`config.mk`:
```
export PLATFORM = sky130hd
export DESIGN_NAME = barrel_shifter_left_pipe_flat
export DESIGN_NICKNAME = d
export VERILOG_FILES = /design/src/rtl/barrel_shifter_left_pipe_pkg.sv /design/src/rtl/barrel_shifter_left_pipe_if.sv /design/src/rtl/barrel_shifter_left_pipe_shl_stage.sv /design/src/rtl/barrel_shifter_left_pipe.sv /design/src/flat_wrapper.sv
export SDC_FILE = /design/constraint.sdc
export NUM_CORES = 1
export LEC_CHECK = 0
export ABC_AREA = 1
export CAP_MARGIN = 25
export CELL_PAD_IN_SITES_DETAIL_PLACEMENT = 0
export CELL_PAD_IN_SITES_GLOBAL_PLACEMENT = 1
export CORE_MARGIN = 2
export CORE_UTILIZATION = 33
export DETAILED_ROUTE_END_ITERATION = 10
export GPL_ROUTABILITY_DRIVEN = 1
export PLACE_DENSITY_LB_ADDON = 0.12
export SYNTH_ARGS = -nofsm -noshare
export SYNTH_HDL_FRONTEND = slang
export SYNTH_SLANG_ARGS = --single-unit
```
`constraint.sdc`:
```
create_clock -name clk -period 1 [get_ports clk]
set_clock_uncertainty 0.05 [all_clocks]
set_input_delay 0.2 -clock clk [delete_from_list [all_inputs] [get_ports clk]]
set_output_delay 0.2 -clock clk [all_outputs]
set_load 0.01 [all_outputs]
```
`src/rtl/barrel_shifter_left_pipe_pkg.sv`:
```
// Shared constants and helpers for the pipelined left barrel shifter.
// Shift-mode encodings and an elaboration-time log2.
package barrel_pkg;

  localparam logic SHIFT_LOGICAL = 1'b0;
  localparam logic SHIFT_ROTATE  = 1'b1;

  function automatic int clog2(input int v);
    int r;
    int x;
    r = 0;
    x = v - 1;
    while (x > 0) begin
      r++;
      x = x >> 1;
    end
    return r;
  endfunction

endpackage

```
`src/rtl/barrel_shifter_left_pipe_if.sv`:
```
// Producer/consumer handshake bundle for the left barrel shifter.
// master = producer + consumer side, slave = the shifter itself.
interface barrel_shifter_left_pipe_if
  import barrel_pkg::*;
#(
  parameter int WIDTH = 8
);
  localparam int SHW = clog2(WIDTH);

  logic             in_valid;
  logic             in_ready;
  logic [WIDTH-1:0] in_data;
  logic [SHW-1:0]   in_amt;
  logic             in_rot;
  logic             out_valid;
  logic             out_ready;
  logic [WIDTH-1:0] out_data;

  modport master (
    output in_valid,
    output in_data,
    output in_amt,
    output in_rot,
    output out_ready,
    input  in_ready,
    input  out_valid,
    input  out_data
  );

  modport slave (
    input  in_valid,
    input  in_data,
    input  in_amt,
    input  in_rot,
    input  out_ready,
    output in_ready,
    output out_valid,
    output out_data
  );

endinterface

```
`src/rtl/barrel_shifter_left_pipe_shl_stage.sv`:
```
// One registered shift-by-K stage with its valid/ready slice,
// plus the 2:1 bit mux used to select shifted vs. unshifted data.
module mux2X1 (
  input  logic in0_i,
  input  logic in1_i,
  input  logic sel_i,
  output logic y_o
);
  assign y_o = sel_i ? in1_i : in0_i;
endmodule

module shl_stage
  import barrel_pkg::*;
#(
  parameter int WIDTH = 8,
  parameter int K     = 4
) (
  input  logic                   clk,
  input  logic                   rst,
  input  logic                   valid_i,
  output logic                   ready_o,
  input  logic [WIDTH-1:0]       data_i,
  input  logic [clog2(WIDTH)-1:0] amt_i,
  input  logic                   rot_i,
  output logic                   valid_o,
  input  logic                   ready_i,
  output logic [WIDTH-1:0]       data_o,
  output logic [clog2(WIDTH)-1:0] amt_o,
  output logic                   rot_o
);
  localparam int SHW = clog2(WIDTH);
  localparam int B   = clog2(K);

  logic             valid_q;
  logic [WIDTH-1:0] data_q;
  logic [WIDTH-1:0] data_d;
  logic [WIDTH-1:0] fill;
  logic [SHW-1:0]   amt_q;
  logic             rot_q;

  // Low bits wrap around on rotate, zero-fill otherwise.
  for (genvar i = 0; i < WIDTH; i++) begin : g_bit
    if (i >= K) begin : g_hi
      assign fill[i] = data_i[i-K];
    end else begin : g_lo
      assign fill[i] = (rot_i == SHIFT_ROTATE) ?
                       data_i[i-K+WIDTH] : 1'b0;
    end
    mux2X1 u_mux (
      .in0_i (data_i[i]),
      .in1_i (fill[i]),
      .sel_i (amt_i[B]),
      .y_o   (data_d[i])
    );
  end

  assign ready_o = !valid_q || ready_i;

  always_ff @(posedge clk) begin
    if (rst) begin
      valid_q <= 1'b0;
      data_q  <= '0;
      amt_q   <= '0;
      rot_q   <= 1'b0;
    end else if (ready_o) begin
      valid_q <= valid_i;
      if (valid_i) begin
        data_q <= data_d;
        amt_q  <= amt_i;
        rot_q  <= rot_i;
      end
    end
  end

  assign valid_o = valid_q;
  assign data_o  = data_q;
  assign amt_o   = amt_q;
  assign rot_o   = rot_q;

endmodule

```
`src/rtl/barrel_shifter_left_pipe.sv`:
```
// Pipelined left barrel shifter: one stage per amount bit, MSB first,
// logical (zero fill) or rotate, valid/ready on both sides.
module barrel_shifter_left_pipe
  import barrel_pkg::*;
#(
  parameter int WIDTH = 8
) (
  input logic                     clk,
  input logic                     rst,
  barrel_shifter_left_pipe_if.slave bus
);
  localparam int SHW = clog2(WIDTH);

  logic             v_c   [SHW+1];
  logic             r_c   [SHW+1];
  logic [WIDTH-1:0] d_c   [SHW+1];
  logic [SHW-1:0]   a_c   [SHW+1];
  logic             rot_c [SHW+1];

  assign v_c[0]   = bus.in_valid;
  assign d_c[0]   = bus.in_data;
  assign a_c[0]   = bus.in_amt;
  assign rot_c[0] = bus.in_rot;
  assign r_c[SHW] = bus.out_ready;

  for (genvar s = 0; s < SHW; s++) begin : g_stage
    shl_stage #(
      .WIDTH (WIDTH),
      .K     (WIDTH >> (s + 1))
    ) u_stage (
      .clk     (clk),
      .rst     (rst),
      .valid_i (v_c[s]),
      .ready_o (r_c[s]),
      .data_i  (d_c[s]),
      .amt_i   (a_c[s]),
      .rot_i   (rot_c[s]),
      .valid_o (v_c[s+1]),
      .ready_i (r_c[s+1]),
      .data_o  (d_c[s+1]),
      .amt_o   (a_c[s+1]),
      .rot_o   (rot_c[s+1])
    );
  end

  assign bus.in_ready  = r_c[0];
  assign bus.out_valid = v_c[SHW];
  assign bus.out_data  = d_c[SHW];

endmodule

```
`src/flat_wrapper.sv`:
```
// flat-port wrapper written by rule: the top's interface ports become plain ports
module barrel_shifter_left_pipe_flat import barrel_pkg::*;
#(
  parameter int WIDTH = 8
)
  (clk, rst, bus_in_valid, bus_in_data, bus_in_amt, bus_in_rot, bus_out_ready, bus_in_ready, bus_out_valid, bus_out_data);
  barrel_shifter_left_pipe_if #(.WIDTH(WIDTH)) bus_i ();
  input logic clk;
  input logic rst;
  input wire logic [$bits(bus_i.in_valid)-1:0] bus_in_valid;
  input wire logic [$bits(bus_i.in_data)-1:0] bus_in_data;
  input wire logic [$bits(bus_i.in_amt)-1:0] bus_in_amt;
  input wire logic [$bits(bus_i.in_rot)-1:0] bus_in_rot;
  input wire logic [$bits(bus_i.out_ready)-1:0] bus_out_ready;
  output wire logic [$bits(bus_i.in_ready)-1:0] bus_in_ready;
  output wire logic [$bits(bus_i.out_valid)-1:0] bus_out_valid;
  output wire logic [$bits(bus_i.out_data)-1:0] bus_out_data;
  assign bus_i.in_valid = bus_in_valid;
  assign bus_i.in_data = bus_in_data;
  assign bus_i.in_amt = bus_in_amt;
  assign bus_i.in_rot = bus_in_rot;
  assign bus_i.out_ready = bus_out_ready;
  assign bus_in_ready = bus_i.in_ready;
  assign bus_out_valid = bus_i.out_valid;
  assign bus_out_data = bus_i.out_data;
  barrel_shifter_left_pipe #(.WIDTH(WIDTH)) u_core (.clk(clk), .rst(rst), .bus(bus_i));
endmodule
```
## Yosys cells after proc, flatten, opt, wreduce, memory -nomap -nowiden

Index checks and enable logic that the tools add are counted.
W data, S select, Z words.

| storage, ports and cells | value |
|---|---|
| bits in latches | 0 |
| ROM bits | 0 |
| input port bits | 16 |
| output and inout port bits | 10 |
| memories kept | 0 |
| memory bits (writable) | 0 |
| flip-flop bits (word level) | 32 |

| cells by class | value |
|---|---|
| $lt $le $gt $ge | 0 |
| shifts and indexed selects | 0 |
| divide/modulo/power cells | 0 |
| eq/ne operators | 0 |
| $add $sub $neg | 0 |
| mux-type cells | 31 |
| reductions and logical operators | 9 |
| bitwise logic cells | 0 |
| multipliers | 0 |

Operators by type and width:

| operator | count |
|---|---|
| $mux W1 | 31 |
| $reduce_and A2 Y1 | 3 |
| $logic_not A1 Y1 | 3 |
| $logic_or A1 B1 Y1 | 3 |

## Depth between registers and ports, before layout

Gate-level depths: netlist of run 1.

| logic depth | value |
|---|---|
| depth in word-level cells | 5 |
| depth in mapped cells | 7 |

## By module

A second synthesis of run 1 with hierarchy kept.

| unflattened totals | value |
|---|---|
| cell total of the unflattened synthesis | 362 |
| area, all modules | 2323.5 µm² |

Modules (own cells, without submodules):

| module | seq. area each (µm²) | cells an instance | instances | area an instance (µm²) |
|---|---|---|---|---|
| shl_stage at u_core.g_stage[0].u_stage | 260.2 | 92 | 1 | 666.9 |
| shl_stage at u_core.g_stage[1].u_stage | 260.2 | 88 | 1 | 651.9 |
| shl_stage at u_core.g_stage[2].u_stage | 260.2 | 86 | 1 | 644.4 |
| mux2X1 | 0.0 | 4 | 24 | 15.0 |

## Least setup slack after synthesis of run 1

Ideal clock, no wire load.

| timing | value |
|---|---|
| path type | reg-to-reg |
| from | register u_core.g_stage[2].u_stage.valid_q |
| to | register u_core.g_stage[2].u_stage.data_q[0] |
| path buffers | 0 |
| setup slack | -0.112 ns |
| period minus slack after synthesis | 1.112 ns |
| data arrival time | 0.946 ns |
| cell stages (with the launch flop) | 6 |
| setup time | 0.116 ns |
| cells stage by stage | dfxtp_1 > nand2_1 > nand2_2 > inv_2 > o21ai_0 > nor2_1 |

| between the ends | value |
|---|---|
| word-level cells in the longest chain between the ends | 3 |

Ends and longest elaborated chain:

| what | line | source |
|---|---|---|
| start, declared | barrel_shifter_left_pipe_shl_stage.sv:34 | `logic valid_q;` |
| start signal, assigned | barrel_shifter_left_pipe_shl_stage.sv:66 | `valid_q <= valid_i;` |
| $logic_not A1 Y1 | barrel_shifter_left_pipe_shl_stage.sv:57 | `assign ready_o = !valid_q \|\| ready_i;` |
| $logic_or A1 B1 Y1 | barrel_shifter_left_pipe_shl_stage.sv:57 |  |
| $reduce_and A2 Y1 (no line) | - |  |
| end signal, assigned | barrel_shifter_left_pipe_shl_stage.sv:68 | `data_q <= data_d;` |
| end, declared | barrel_shifter_left_pipe_shl_stage.sv:35 | `logic [WIDTH-1:0] data_q;` |

No other way between the ends.
A chain may end at the register's enable or synchronous reset.

## Final worst setup path of run 1

| timing | value |
|---|---|
| from | register u_core.g_stage[1].u_stage.valid_q |
| to | register u_core.g_stage[1].u_stage.rot_q |

| between the ends | value |
|---|---|
| word-level cells in the longest chain between the ends | 3 |

Ends and longest elaborated chain:

| what | line | source |
|---|---|---|
| start, declared | barrel_shifter_left_pipe_shl_stage.sv:34 |  |
| start signal, assigned | barrel_shifter_left_pipe_shl_stage.sv:66 |  |
| $logic_not A1 Y1 | barrel_shifter_left_pipe_shl_stage.sv:57 |  |
| $logic_or A1 B1 Y1 | barrel_shifter_left_pipe_shl_stage.sv:57 |  |
| $reduce_and A2 Y1 (no line) | - |  |
| end signal, assigned | barrel_shifter_left_pipe_shl_stage.sv:70 | `rot_q <= rot_i;` |
| end, declared | barrel_shifter_left_pipe_shl_stage.sv:39 | `logic rot_q;` |

No other way between the ends.

==> impl_metrics.ini, run 1 <==
[finish]
multiInputGateArea_um2 = 833
fillers = 463
final_util = 0.516
final_nets = 294
areaGrowthSynthToFinish_pct = 48.6
diodes = 0
instances_no_fill = 330
final_cell_mix = nand2_1 (49), nor2_1 (42), inv_1 (29)
drive_above_1_share = 0.291
layout_commonest_cell = nand2_1
seqCellArea_um2 = 657

[critical_path]
worstSetupEndpointType = flop
cp.required_ns = 1.13
cp.arrival_ns = 1.27
path_class = reg2reg
start_kind = flop
crit_fanout = 5

[cts]
root_buffer = clkbuf_8
path_clk_slew_ns = 0.07
cts_tree = done
clkLatencyLatePin_ns = 0.29
cts_inserted_buffers = 5
hold_buffers = 0
clock-sinks = 32
cts_buffer_depth = 2
cts_max_level = 2

[synth]
netlist_area_um2 = 1540
synth.top_cells.by_area = dfxtp_1 (41%), nand2_1 (13%), nor2_1 (11%)
synth_top_cell_by_area = dfxtp_1
syn_avg_cell_area_um2 = 6.68
ys_warn_count = 0
synth_cell_types = 19
synth-edff-count = 0
syn_nets = 247
synth_top_cell_area_share = 0.415
synth-async-reset-ratio = 0
ys_ff_latch = 32
synthCells = 231
ys_seq_area_frac = 0.415
ys.flop_type = dfxtp_1

[timing]
hold_slack_ns = 0.415
max_clock_freq_mhz = 881
relSlewSlack = 0.810
period_minus_slack_ns = 1.13
hold_viol = 0
setup_viol_count_final = 26
finalMaxSlewViolations = 0
tightest_slew_ns = 0.285
grt_setup_unrepaired = yes
finalCritPeriodShare = 1.13
setup_slack_ns = -0.134

[pwr]
switching_share = 0.274
p_per_area_nw_per_um2 = 1250
comb_power_share = 0.183
internal_power_uw = 2090
p_clk_frac = 0.330
total_power_uw = 2870
ir_drop_uv = 748
p_leak_uw = 0.00102
p_sw_uw = 786
p_seq_frac = 0.487

[die]
coreArea_um2 = 4440
row_count = 24
pin_count = 26
die_h_um = 72.4
die_w_um = 72.4
start_util = 0.347
die_area_um2 = 5240

[placed_design]
dp_hpwl_um = 2550
place_ws_ns = -0.594
port-buffer-count = 25
dp_cells = 318
gp_congestion = 0.726

[global_routing]
antenna_found_initial = 0
grt.overflow.total = 0
grt_pass1_wl_um = 6020
grt_use_total = 0.150
grt_max_degree = 23
first_global_vias = 1387

[drt]
vias = 1492
dr.pass1.iters = 4
remaining_drc_errors = 0
via_per_inst = 4.52
wl_per_cell_um = 10.6
ant_nets = 0
drt-initial-drc-count = 65
wl_um = 3510

[hold_path]
hold_class = reg2reg

[status]
violations = setup timing
status = finished with violations

[flow_run]
cap_violations = 0
[power groups by stage]
stage / Sequential, uW / Clock, uW / Combinational, uW
3_3_place_gp: 1420 / 0 / 453
3_5_place_dp: 1420 / 0 / 453
5_1_grt: 1410 / 1050 / 593
2_1_floorplan: 1410 / 0 / 259
4_1_cts: 1400 / 988 / 487
6_report: 1400 / 949 / 524
[registers in the layout, summed over array words and instances (netlist names)]
name                            cells
u_core.g_stage.u_stage.data_o      24
u_core.g_stage.u_stage.rot_o        2
u_core.g_stage.u_stage.amt_o        3
u_core.g_stage.u_stage.valid_o      3
[routing by layer]
metal,up-vias,track usage,part of all wire
li1,820,-,-
met1,644,0.191,0.52
met2,21,0.234,0.43
met3,7,0.0542,0.038
met4,0,0.0494,0.014
met5,-,0,0
[worst max-delay path, stage by stage (launching register included)]
cell       delay (ns)
dfxtp_2          0.33
buf_4            0.15
nand3_4          0.11
nand2_8          0.08
clkbuf_16        0.16
o21ai_2          0.10
nor2_1           0.04
[final cells by class]
| class | count | share of cell area |
|---|---|---|
| clock buffer | 6 | 0.0316 |
| tap | 52 | 0.0284 |
| inverter | 32 | 0.0556 |
| timing repair buffer | 50 | 0.233 |
| clock inverter | 1 | 0.00218 |
| sequential | 32 | 0.286 |
| multi-input combinational | 157 | 0.363 |
[cells in the mapped netlist (2+ instances only)]
master,n
nand2_1,53
nor2_1,45
dfxtp_1,32
inv_1,31
o21ai_0,21
a21oi_1,17
nand3_1,6
o22ai_1,6
buf_6,4
nand2_2,3
buf_2,2
buf_4,2
nand3b_1,2
o21ai_1,2
[cell families (layout without fill, tap and decap cells)]
kind of cell           count (synthesis)  count (layout)  share of synthesized area
AOI/OAI and AO/OA                     46              46                      0.154
buffers and inverters                 42              89                      0.130
DFF                                   32              32                      0.415
and+or+nand+nor                      111             111                      0.301
[what timing repair did]
item                                    4_1_cts  5_1_grt
endpoints found under the setup margin       42       42
pin swaps                                     1        8
buffers inserted                              0        4
gates cloned                                  0        1
gates resized for setup                      81       28
[per-stage QoR]
stage | instance area (um^2) | TNS (ns)
detailed placement | 1990 | -16.74
finish | 2290 | -1.98
CTS | 2120 | -2.16
floorplan | 1560 | 0
global route | 2290 | -3.77
global placement | 1990 | -16.56
[final timing paths]
| path | start | cells after the start | end | slack (ns) |
|---|---|---|---|---|
| worst max register to register | u_core.g_stage[1].u_stage.valid_o | 6 | u_core.g_stage[1].u_stage.rot_o | -0.13 |
| worst min-delay path | u_core.g_stage[2].u_stage.data_o[7] | 2 | u_core.g_stage[2].u_stage.data_o[7] | 0.42 |
| worst min register to register | u_core.g_stage[2].u_stage.data_o[7] | 2 | u_core.g_stage[2].u_stage.data_o[7] | 0.42 |
| worst max-delay path | u_core.g_stage[1].u_stage.valid_o | 6 | u_core.g_stage[1].u_stage.rot_o | -0.13 |
(Power assumes the default switching activity.)
==> inputs of run 2 (changes only) <==
- CORE_MARGIN: 2 -> 4
==> run 2 against run 1 <==
Compared with the run above:
- the flow still finishes with violations (setup timing)
- setup slack got worse by 0.0094 ns
- global-route usage shrank 1.9 points
- sequential cell count is the same
- total power grew 2.3%
- sequential share of layout area down 1.4 points
- die area is 11% higher
- worst hold slack got worse by 0.013 ns
- critical endpoint is now u_core.g_stage[1].u_stage.data_o[4]
==> impl_metrics.ini, run 2 (same netlist as run 1, synthesis figures left out) <==
[status]
violations = setup timing
status = finished with violations

[finish]
fillers = 451
drive_above_1_share = 0.354
areaGrowthSynthToFinish_pct = 56.3
final_cell_mix = nor2_1 (41), nand2_1 (41), inv_1 (29)
diodes = 0
largest_reg_flops = 24
instances_no_fill = 332
final_util = 0.543
final_nets = 295

[critical_path]
r2r_start = u_core.g_stage[2].u_stage.valid_o
cp.arrival_ns = 1.28
path_class = reg2reg
worstSetupEndpointType = flop
crit_chain = buf_6 > nand3_4 > nand2_8 > clkbuf_16 > o21ai_2 > nor2_1
start_kind = flop
crit_fanout = 5
cp_top_family = flip-flops
cp.required_ns = 1.13
critPathBufInv = 2
slowest_delay_ns = 0.36
r2r_slack_ns = -0.14
slowest_stage = dfxtp_4
r2r-end = u_core.g_stage[1].u_stage.data_o[4]
r2r_cells = 6
crit_cells = 6

[timing]
setup_viol_count_final = 27
finalMaxSlewViolations = 0
finalCritPeriodShare = 1.14
setup_slack_ns = -0.144
tightest_slew_ns = 0.322
hold_slack_ns = 0.402
max_clock_freq_mhz = 874
period_minus_slack_ns = 1.14
grt_setup_unrepaired = yes
hold_viol = 0
relSlewSlack = 0.783

[global_routing]
grt_pass1_wl_um = 6270
first_global_vias = 1453
grt_use_total = 0.131
grt_busiest_layer = met2
grtUsageMet1 = 0.154
grtUsageMet3 = 0.0390
use_met2 = 0.217
grt_max_degree = 23
grt.overflow.total = 0
antenna_found_initial = 0

[cts]
clkLatencyLatePin_ns = 0.29
cts_max_level = 2
hold_buffers = 0
cts_inserted_buffers = 5
root_buffer = clkbuf_8
cts_buffer_depth = 2
clock-sinks = 32
path_clk_slew_ns = 0.07
cts_tree = done

[drt]
ant_nets = 0
via_per_inst = 4.53
wl_um = 3690
remaining_drc_errors = 0
drt-initial-drc-count = 119
wl_per_cell_um = 11.1
dr.pass1.iters = 4
vias = 1504

[die]
die_h_um = 76.4
coreArea_um2 = 4440
row_count = 24
die_area_um2 = 5840
start_util = 0.347
pin_count = 26
die_w_um = 76.4

[hold_path]
hold_depth = 3
min_to = u_core.g_stage[0].u_stage.valid_o
hold_class = in2reg
hp-start = bus_in_valid

[placed_design]
place_ws_ns = -0.610
gp_congestion = 0.715
dp_cells = 318
port-buffer-count = 25
dp_hpwl_um = 2560

[pwr]
p_leak_uw = 0.00104
p_per_area_nw_per_um2 = 1220
ir_drop_uv = 505

[flow_run]
cap_violations = 0
-- run 2: layout make-up --
cell class                      instances  area [um^2]  share of cell area
Tap cell                               52         65.1              0.0270
Inverter                               32          135              0.0560
Sequential cell                        32          657               0.272
Clock inverter                          1         5.00             0.00207
Clock buffer                            7         76.3              0.0316
Multi-Input combinational cell        157          911               0.377
Timing Repair Buffer                   51          564               0.234
-- run 2: timing repair --
| item | in CTS | in global routing |
|---|---|---|
| buffers inserted | 0 | 6 |
| pin swaps | 2 | 18 |
| endpoints found under the setup margin | 42 | 42 |
| cloned | 0 | 1 |
| resized for setup | 80 | 55 |
-- run 2: worst register-to-register path, delay by kind of cell, from the launching register on --
kind	cells	cell delay, ns
AOI/OAI and AO/OA	1	0.11
buffers and inverters	2	0.30
DFF	1	0.36
and+or+nand+nor	3	0.22
-- run 2: how the worst max path moves through the flow --
stage,start,end
global route,u_core.g_stage[2].u_stage.valid_o,u_core.g_stage[1].u_stage.data_o[4]
floorplan,u_core.g_stage[1].u_stage.valid_o,u_core.g_stage[0].u_stage.amt_o[0]
CTS,u_core.g_stage[1].u_stage.valid_o,bus_in_ready
finish,u_core.g_stage[2].u_stage.valid_o,u_core.g_stage[1].u_stage.data_o[4]
detailed placement,bus_out_ready,bus_in_ready
global placement,bus_out_ready,bus_in_ready
-- run 2: report_power, final --
group	internal (uW)	switching (uW)
sequential	1350	53.0
combinational	285	281
clock	488	485
total	2120	819
-- run 2: layer usage --
metal,wire length (um),vias up,part of all wire
met2,1700,20,0.46
met5,0,-,0
met3,117,9,0.032
li1,-,816,-
met4,66,0,0.018
met1,1810,659,0.49
-- run 2: through the flow --
| stage | total power [uW] | cell area [um^2] | TNS (ns) |
|---|---|---|---|
| floorplan | 1670 | 1560 | 0 |
| global placement | 1880 | 1990 | -17.10 |
| detailed placement | 1880 | 1990 | -17.11 |
| CTS | 2880 | 2120 | -2.30 |
| global route | 3090 | 2410 | -4.00 |
| finish | 2940 | 2410 | -2.26 |
